File: src/rtl/axi_pkg.sv
// rtl/axi_pkg.sv - shared AXI4-Lite master state type and response codes
package axi_pkg;

  typedef enum logic [1:0] {
    IDLE  = 2'd0,
    WRITE = 2'd1,
    READ  = 2'd2
  } axi_mst_state_t;

  localparam logic [1:0] AXI_RESP_OKAY   = 2'b00;
  localparam logic [1:0] AXI_RESP_EXOKAY = 2'b01;
  localparam logic [1:0] AXI_RESP_SLVERR = 2'b10;
  localparam logic [1:0] AXI_RESP_DECERR = 2'b11;

  // Exclusive-okay is a success for a single-beat master that never issues exclusives.
  function automatic logic resp_is_err(input logic [1:0] resp);
    case (resp)
      AXI_RESP_OKAY, AXI_RESP_EXOKAY:   return 1'b0;
      AXI_RESP_SLVERR, AXI_RESP_DECERR: return 1'b1;
      default:                          return 1'b1;
    endcase
  endfunction

endpackage

File: src/rtl/axi_watchdog.sv
// rtl/axi_watchdog.sv - busy-cycle watchdog for axi_lite_master (AXI_MASTER_TIMEOUT_EN)
module axi_watchdog #(
  parameter int TIMEOUT_CYCLES = 255
) (
  input  logic AXI_ACLK,
  input  logic AXI_ARESET,
  input  logic clear,
  input  logic busy,
  output logic expired
);

  localparam int CW = $clog2(TIMEOUT_CYCLES + 1);

  logic [CW-1:0] count;

  // Count is 0 in the first busy cycle, so expiry lands on the last of TIMEOUT_CYCLES busy cycles.
  assign expired = busy && (count == CW'(TIMEOUT_CYCLES - 1));

  always_ff @(posedge AXI_ACLK) begin
    if (AXI_ARESET || clear) begin
      count <= '0;
    end else if (busy && !expired) begin
      count <= count + 1'b1;
    end
  end

endmodule

File: src/rtl/axi_lite_master.sv
// rtl/axi_lite_master.sv - single-outstanding AXI4-Lite initiator for core load/store requests
// Optional watchdog abort enabled by defining AXI_MASTER_TIMEOUT_EN.
module axi_lite_master
  import axi_pkg::*;
#(
  parameter int AXI_AWIDTH     = 32,
  parameter int AXI_DWIDTH     = 32,
  parameter int TIMEOUT_CYCLES = 255
) (
  input  logic                    AXI_ACLK,
  input  logic                    AXI_ARESET,
  input  logic                    req_valid,
  output logic                    req_ready,
  input  logic                    req_we,
  input  logic [AXI_AWIDTH-1:0]   req_addr,
  input  logic [AXI_DWIDTH-1:0]   req_wdata,
  input  logic [AXI_DWIDTH/8-1:0] req_wstrb,
  output logic                    resp_valid,
  output logic [AXI_DWIDTH-1:0]   resp_rdata,
  output logic                    resp_err,
  output logic [AXI_AWIDTH-1:0]   AXI_AWADDR,
  output logic                    AXI_AWVALID,
  input  logic                    AXI_AWREADY,
  output logic [AXI_DWIDTH-1:0]   AXI_WDATA,
  output logic [AXI_DWIDTH/8-1:0] AXI_WSTRB,
  output logic                    AXI_WVALID,
  input  logic                    AXI_WREADY,
  input  logic [1:0]              AXI_BRESP,
  input  logic                    AXI_BVALID,
  output logic                    AXI_BREADY,
  output logic [AXI_AWIDTH-1:0]   AXI_ARADDR,
  output logic                    AXI_ARVALID,
  input  logic                    AXI_ARREADY,
  input  logic [AXI_DWIDTH-1:0]   AXI_RDATA,
  input  logic [1:0]              AXI_RRESP,
  input  logic                    AXI_RVALID,
  output logic                    AXI_RREADY
);

  axi_mst_state_t state, state_next;

  logic aw_done, w_done;
  logic accept, busy;
  logic aw_hs, w_hs, b_hs, ar_hs, r_hs;
  logic wr_complete, rd_complete, timeout, finish;

  assign req_ready = (state == IDLE);
  assign accept    = req_valid && req_ready;
  assign busy      = (state != IDLE);

  assign aw_hs = AXI_AWVALID && AXI_AWREADY;
  assign w_hs  = AXI_WVALID  && AXI_WREADY;
  assign b_hs  = AXI_BVALID  && AXI_BREADY;
  assign ar_hs = AXI_ARVALID && AXI_ARREADY;
  assign r_hs  = AXI_RVALID  && AXI_RREADY;

  // Handshakes landing in the same cycle count as done alongside the sticky flags.
  assign wr_complete = (state == WRITE) && (aw_done || aw_hs) && (w_done || w_hs) && b_hs;
  assign rd_complete = (state == READ) && r_hs;
  assign finish      = wr_complete || rd_complete || timeout;

`ifdef AXI_MASTER_TIMEOUT_EN
  axi_watchdog #(
    .TIMEOUT_CYCLES(TIMEOUT_CYCLES)
  ) u_watchdog (
    .AXI_ACLK  (AXI_ACLK),
    .AXI_ARESET(AXI_ARESET),
    .clear     (accept),
    .busy      (busy),
    .expired   (timeout)
  );
`else
  // Without the watchdog the limit is meaningless; the comparison folds to a constant 0.
  assign timeout = (TIMEOUT_CYCLES < 0);
`endif

  always_ff @(posedge AXI_ACLK) begin
    if (AXI_ARESET) begin
      state <= IDLE;
    end else begin
      state <= state_next;
    end
  end

  always_comb begin
    state_next = state;
    case (state)
      IDLE:    if (accept) state_next = req_we ? WRITE : READ;
      WRITE:   if (finish) state_next = IDLE;
      READ:    if (finish) state_next = IDLE;
      default: state_next = IDLE;
    endcase
  end

  always_ff @(posedge AXI_ACLK) begin
    if (AXI_ARESET) begin
      AXI_AWADDR  <= '0;
      AXI_WDATA   <= '0;
      AXI_WSTRB   <= '0;
      AXI_ARADDR  <= '0;
      AXI_AWVALID <= 1'b0;
      AXI_WVALID  <= 1'b0;
      AXI_BREADY  <= 1'b0;
      AXI_ARVALID <= 1'b0;
      AXI_RREADY  <= 1'b0;
      aw_done     <= 1'b0;
      w_done      <= 1'b0;
      resp_valid  <= 1'b0;
      resp_err    <= 1'b0;
      resp_rdata  <= '0;
    end else begin
      resp_valid <= 1'b0;
      if (accept) begin
        if (req_we) begin
          AXI_AWADDR  <= req_addr;
          AXI_WDATA   <= req_wdata;
          AXI_WSTRB   <= req_wstrb;
          AXI_AWVALID <= 1'b1;
          AXI_WVALID  <= 1'b1;
          AXI_BREADY  <= 1'b1;
        end else begin
          AXI_ARADDR  <= req_addr;
          AXI_ARVALID <= 1'b1;
          AXI_RREADY  <= 1'b1;
        end
        aw_done <= 1'b0;
        w_done  <= 1'b0;
      end else if (finish) begin
        AXI_AWVALID <= 1'b0;
        AXI_WVALID  <= 1'b0;
        AXI_BREADY  <= 1'b0;
        AXI_ARVALID <= 1'b0;
        AXI_RREADY  <= 1'b0;
        resp_valid  <= 1'b1;
        if (wr_complete) begin
          resp_err <= resp_is_err(AXI_BRESP);
        end else if (rd_complete) begin
          resp_err   <= resp_is_err(AXI_RRESP);
          resp_rdata <= AXI_RDATA;
        end else begin
          resp_err <= 1'b1;
        end
      end else begin
        if (aw_hs) begin
          AXI_AWVALID <= 1'b0;
          aw_done     <= 1'b1;
        end
        if (w_hs) begin
          AXI_WVALID <= 1'b0;
          w_done     <= 1'b1;
        end
        if (ar_hs) begin
          AXI_ARVALID <= 1'b0;
        end
      end
    end
  end

endmodule

File: config.mk
export PLATFORM = sky130hd
export DESIGN_NAME = axi_lite_master
export DESIGN_NICKNAME = d
export VERILOG_FILES = /design/src/rtl/axi_pkg.sv /design/src/rtl/axi_watchdog.sv /design/src/rtl/axi_lite_master.sv
export SDC_FILE = /design/constraint.sdc
export NUM_CORES = 1
export LEC_CHECK = 0
export ABC_CLOCK_PERIOD_IN_PS = 1520
export BUFFER_PORTS_ARGS = -buffer_cell sky130_fd_sc_hd__buf_2
export CORE_MARGIN = 5
export CORE_UTILIZATION = 42
export CTS_CLUSTER_DIAMETER = 80
export DETAILED_ROUTE_END_ITERATION = 7
export PLACE_DENSITY_LB_ADDON = 0.25
export SETUP_SLACK_MARGIN = 0.3
export SLEW_MARGIN = 10
export SYNTH_ARGS = -nofsm -noshare
export SYNTH_HDL_FRONTEND = slang
export SYNTH_SLANG_ARGS = --single-unit
File: constraint.sdc
create_clock -name AXI_ACLK -period 1.52 [get_ports AXI_ACLK]
set_input_delay 0.076 -clock AXI_ACLK [delete_from_list [all_inputs] [get_ports AXI_ACLK]]
set_output_delay 0.076 -clock AXI_ACLK [all_outputs]
set_load 0.01 [all_outputs]
==> summary.md <==
| Metric | Value |
|---|---|
| Outcome | complete, but fails checks |
| Failing checks | setup timing |
| Comb power frac | 0.206 |
| Tmin final | 1520 ps |
| Setup TNS | -2.94 ps |
| CTS tree | done |
| Layout area overhead | 90.3% |
| Yosys reg bits | ~140 |
| Synth top cells by count | nand2_1, dfxtp_1, a21oi_1 |
| F_max | 657 MHz |
| Finished Core Util | 0.818 |
| PnR worst setup slack | -1.97 ps |
| Post-synth net total | 748 |
| Pin count of the biggest net entering global routing | 67 |
| Setup violations, final | 2 |
| Startpoint class of the critical path | flop |
| Starting DRT DRC Count | about 270 |
| Slew of the pin with the lowest slew margin | 562 ps |
| Port Buffers | 250 |
| RSZ-0062 raised after global routing | yes |
| Top_reg_cell synth | dfxtp_1 |
| Maximum VDD drop | 0.736 mV |
| Root buffer cell | clkbuf_16 |
| TritonRoute pass-1 iters | 5 |
| # DRC | 0 |
| PD cells | a little under 1000 nW/µm² |
| Hold Worst Slack | 87.3 ps |
| Fin crit share | 1.00 |
| Cell Area, Placed | 6900 µm² |
| Post-Syn Area | about 5400 µm² |
| Antenna violations before repair | 1 |
| Post-layout nets | 1,130 |
| CP Max Fanout | 8 |
| Clock tree buffer depth | 2 |
| FFs w/ async S/R, synth | 0 |
| P_leak | 4.70 nW |
| Synth Instances | 632 |
| Overall Global Routing Usage | 0.237 |
| Multi-input gate area | 3390 µm² |
| Non-Filler Instances | ~1.2k |
| Internal power | 7.36 mW |
| H-tree depth | 4 |
| Storage cell area | 2870 µm² |
| Worst Path Class, Setup | reg -> reg |
| Vias in the first global route | 5,560 |
| Worst slack at placement | 58.7 ps |
| Total power | slightly above 10 mW |
| Layout cells sized above 1 | 0.521 |
| Final Cell Area | 10,400 µm² |
| Hold/Removal Path Class | in -> reg |
| Final WL | 22.8 mm |
| Post-DP HPWL | 10.4 mm |
| Antenna viol nets, final | 0 |
| Crit. End Element | flop |
| # IOs | between 200 and 300 |
| Die H | 124 µm |
| Reg2reg setup slack | -2 ps |
| Detailed-route vias per instance | between 5 and 6 |
| Vias | between 6k and 7k |
| Starting Density | 0.430 |
| Die ar. | 15,300 µm² |
| Crit path required time | 1820 ps |
| Sequential Power Share | 0.402 |
| Diode count | 0 |
| Inst Count DP | about 1.0k |
| Global-route wire length before repair | 28.0 mm |
| Area contributors post-synth | dfxtp_1, nand2_1, a21oi_1, nand2b_1, mux2i_1 |
| Post-synthesis sequential area ratio | 0.526 |
| FP Rows | 41 |
| Fill cell count | 748 |
| Synth cell types | 32 |
| Syn_area_per_cell | 8.61 µm² |
| Die Span X | 124 µm |
| Max-slew violations | 0 |
| Synth area leader | dfxtp_1 |
| Gp weighted congestion | 0.809 |
| Max_slew headroom | 0.625 |
| GRT Residual Overflow | 0 |
| Yosys top cell area share | 0.526 |
| Average routed wire per standard cell | 19.0 µm |
| Clock-pin slew on the worst setup and hold paths | 60 ps |
| Fin. Hold Viols | 0 |
| Power share of the clock group | 0.391 |
| Yosys warns | 0 |
| Core ar. | 12,700 µm² |
| Net Sw Power | 2.70 mW |
| MaxCap Viol Count | 0 |
| Clock tree sinks | 143 |
| Net Sw Frac | 0.268 |
| WP data arrival | about 1800 ps |
| Skew-Pair Late Insertion Delay | 410 ps |
| Inserted Clock Buffers | 17 |
| Skew final | 7.40 ps |
| EDFF count, synth | 0 |
| Cell with the most instances after synthesis | nand2_1 |
-- critical path: stages, from the launching register on --
cell and delay [ps]:
dfxtp_4 360, inv_4 70, ha_4 180, buf_6 110, nand3_4 140, buf_12 180
clkbuf_16 170, nand2_1 120, a21oi_2 60
-- final cells by class --
class | instances | area share
clock buffers | 25 | 0.0478
clock inverters | 6 | 0.00556
inverters | 3 | 0.00157
multi-input cells | 443 | 0.327
flip-flops and latches | 143 | 0.277
well taps | 172 | 0.0208
repair buffers | 406 | 0.320
-- logic make-up (layout without fill, tap and decap cells) --
kind of cell / count (synthesis) / in the layout / synth area share
AOI/OAI and AO/OA: 118 / 118 / 0.118
adders and majority gates: 3 / 3 / 0.00690
buffers and inverters: 47 / 440 / 0.0513
DFF: 143 / 143 / 0.526
muxes: 33 / 33 / 0.0607
and+or+nand+nor: 288 / 289 / 0.237
-- cell usage in the layout (no fill, tap or decap), drive strengths merged, types with 2 or more instances in the layout --
cell	synthesis	final
nand3	3	3
nand2	202	202
dfxtp	143	143
and3	3	3
ha	3	3
a211oi	3	3
nor2	11	11
inv	3	3
a22o	2	2
dlygate4sd3	0	104
a21oi	106	106
mux2i	33	33
clkinv	0	4
nand2b	66	66
clkbuf	13	36
or2	1	2
buf	31	290
-- repair_timing --
action | in CTS | in global routing
endpoints found under the setup margin | 142 | 144
buffers inserted | 9 | 5
endpoints found under the hold margin | 137 | 0
cloned | 9 | 16
pin swaps | 20 | 104
hold buffers | 104 | 0
gates resized for setup | 40 | 268
-- flip-flops by register name, summed over array words and instances (netlist names) --
name and cells:
AXI_ARVALID 1, resp_rdata 32, AXI_BREADY 1, w_done 1
AXI_WSTRB 4, AXI_WDATA 32, AXI_WVALID 1, AXI_RREADY 1
AXI_ARADDR 32, resp_valid 1, resp_err 1, AXI_AWADDR 32
AXI_AWVALID 1, aw_done 1, state 2
-- routing by layer --
metal / GRT usage / wire length (µm) / up-vias / share of wire
met5: 0 / 9 / - / 0.00039
met4: 0.0976 / 943 / 2 / 0.041
met3: 0.0722 / 2070 / 66 / 0.091
met2: 0.402 / 11500 / 279 / 0.50
met1: 0.278 / 8280 / 2882 / 0.36
li1: - / - / 2826 / -
-- path summary, 6_finish.rpt --
| check | start | to | depth (start not counted) |
|---|---|---|---|
| setup / recovery | state[1]$_SDFFE_PP0P_ | AXI_AWADDR[9]$_SDFFE_PP0N_ | 8 |
| hold / removal | AXI_RRESP[1] | resp_err$_SDFFE_PP0P_ | 4 |
| setup reg to reg | state[1]$_SDFFE_PP0P_ | AXI_AWADDR[9]$_SDFFE_PP0N_ | 8 |
| hold reg to reg | AXI_ARADDR[8]$_SDFFE_PP0P_ | AXI_ARADDR[8]$_SDFFE_PP0P_ | 2 |
-- power groups by stage --
stage                     Sequential [mW]  Combinational, mW  Clock [mW]
after floorplan                      4.17              0.532           0
after detailed placement             4.09               1.06           0
after global placement               4.08               1.06           0
final                                4.05               2.08        3.94
after CTS                            4.01               1.55        3.97
after global routing                 4.07               2.20        4.16
Note: power is estimated with default switching activity, not from simulation.
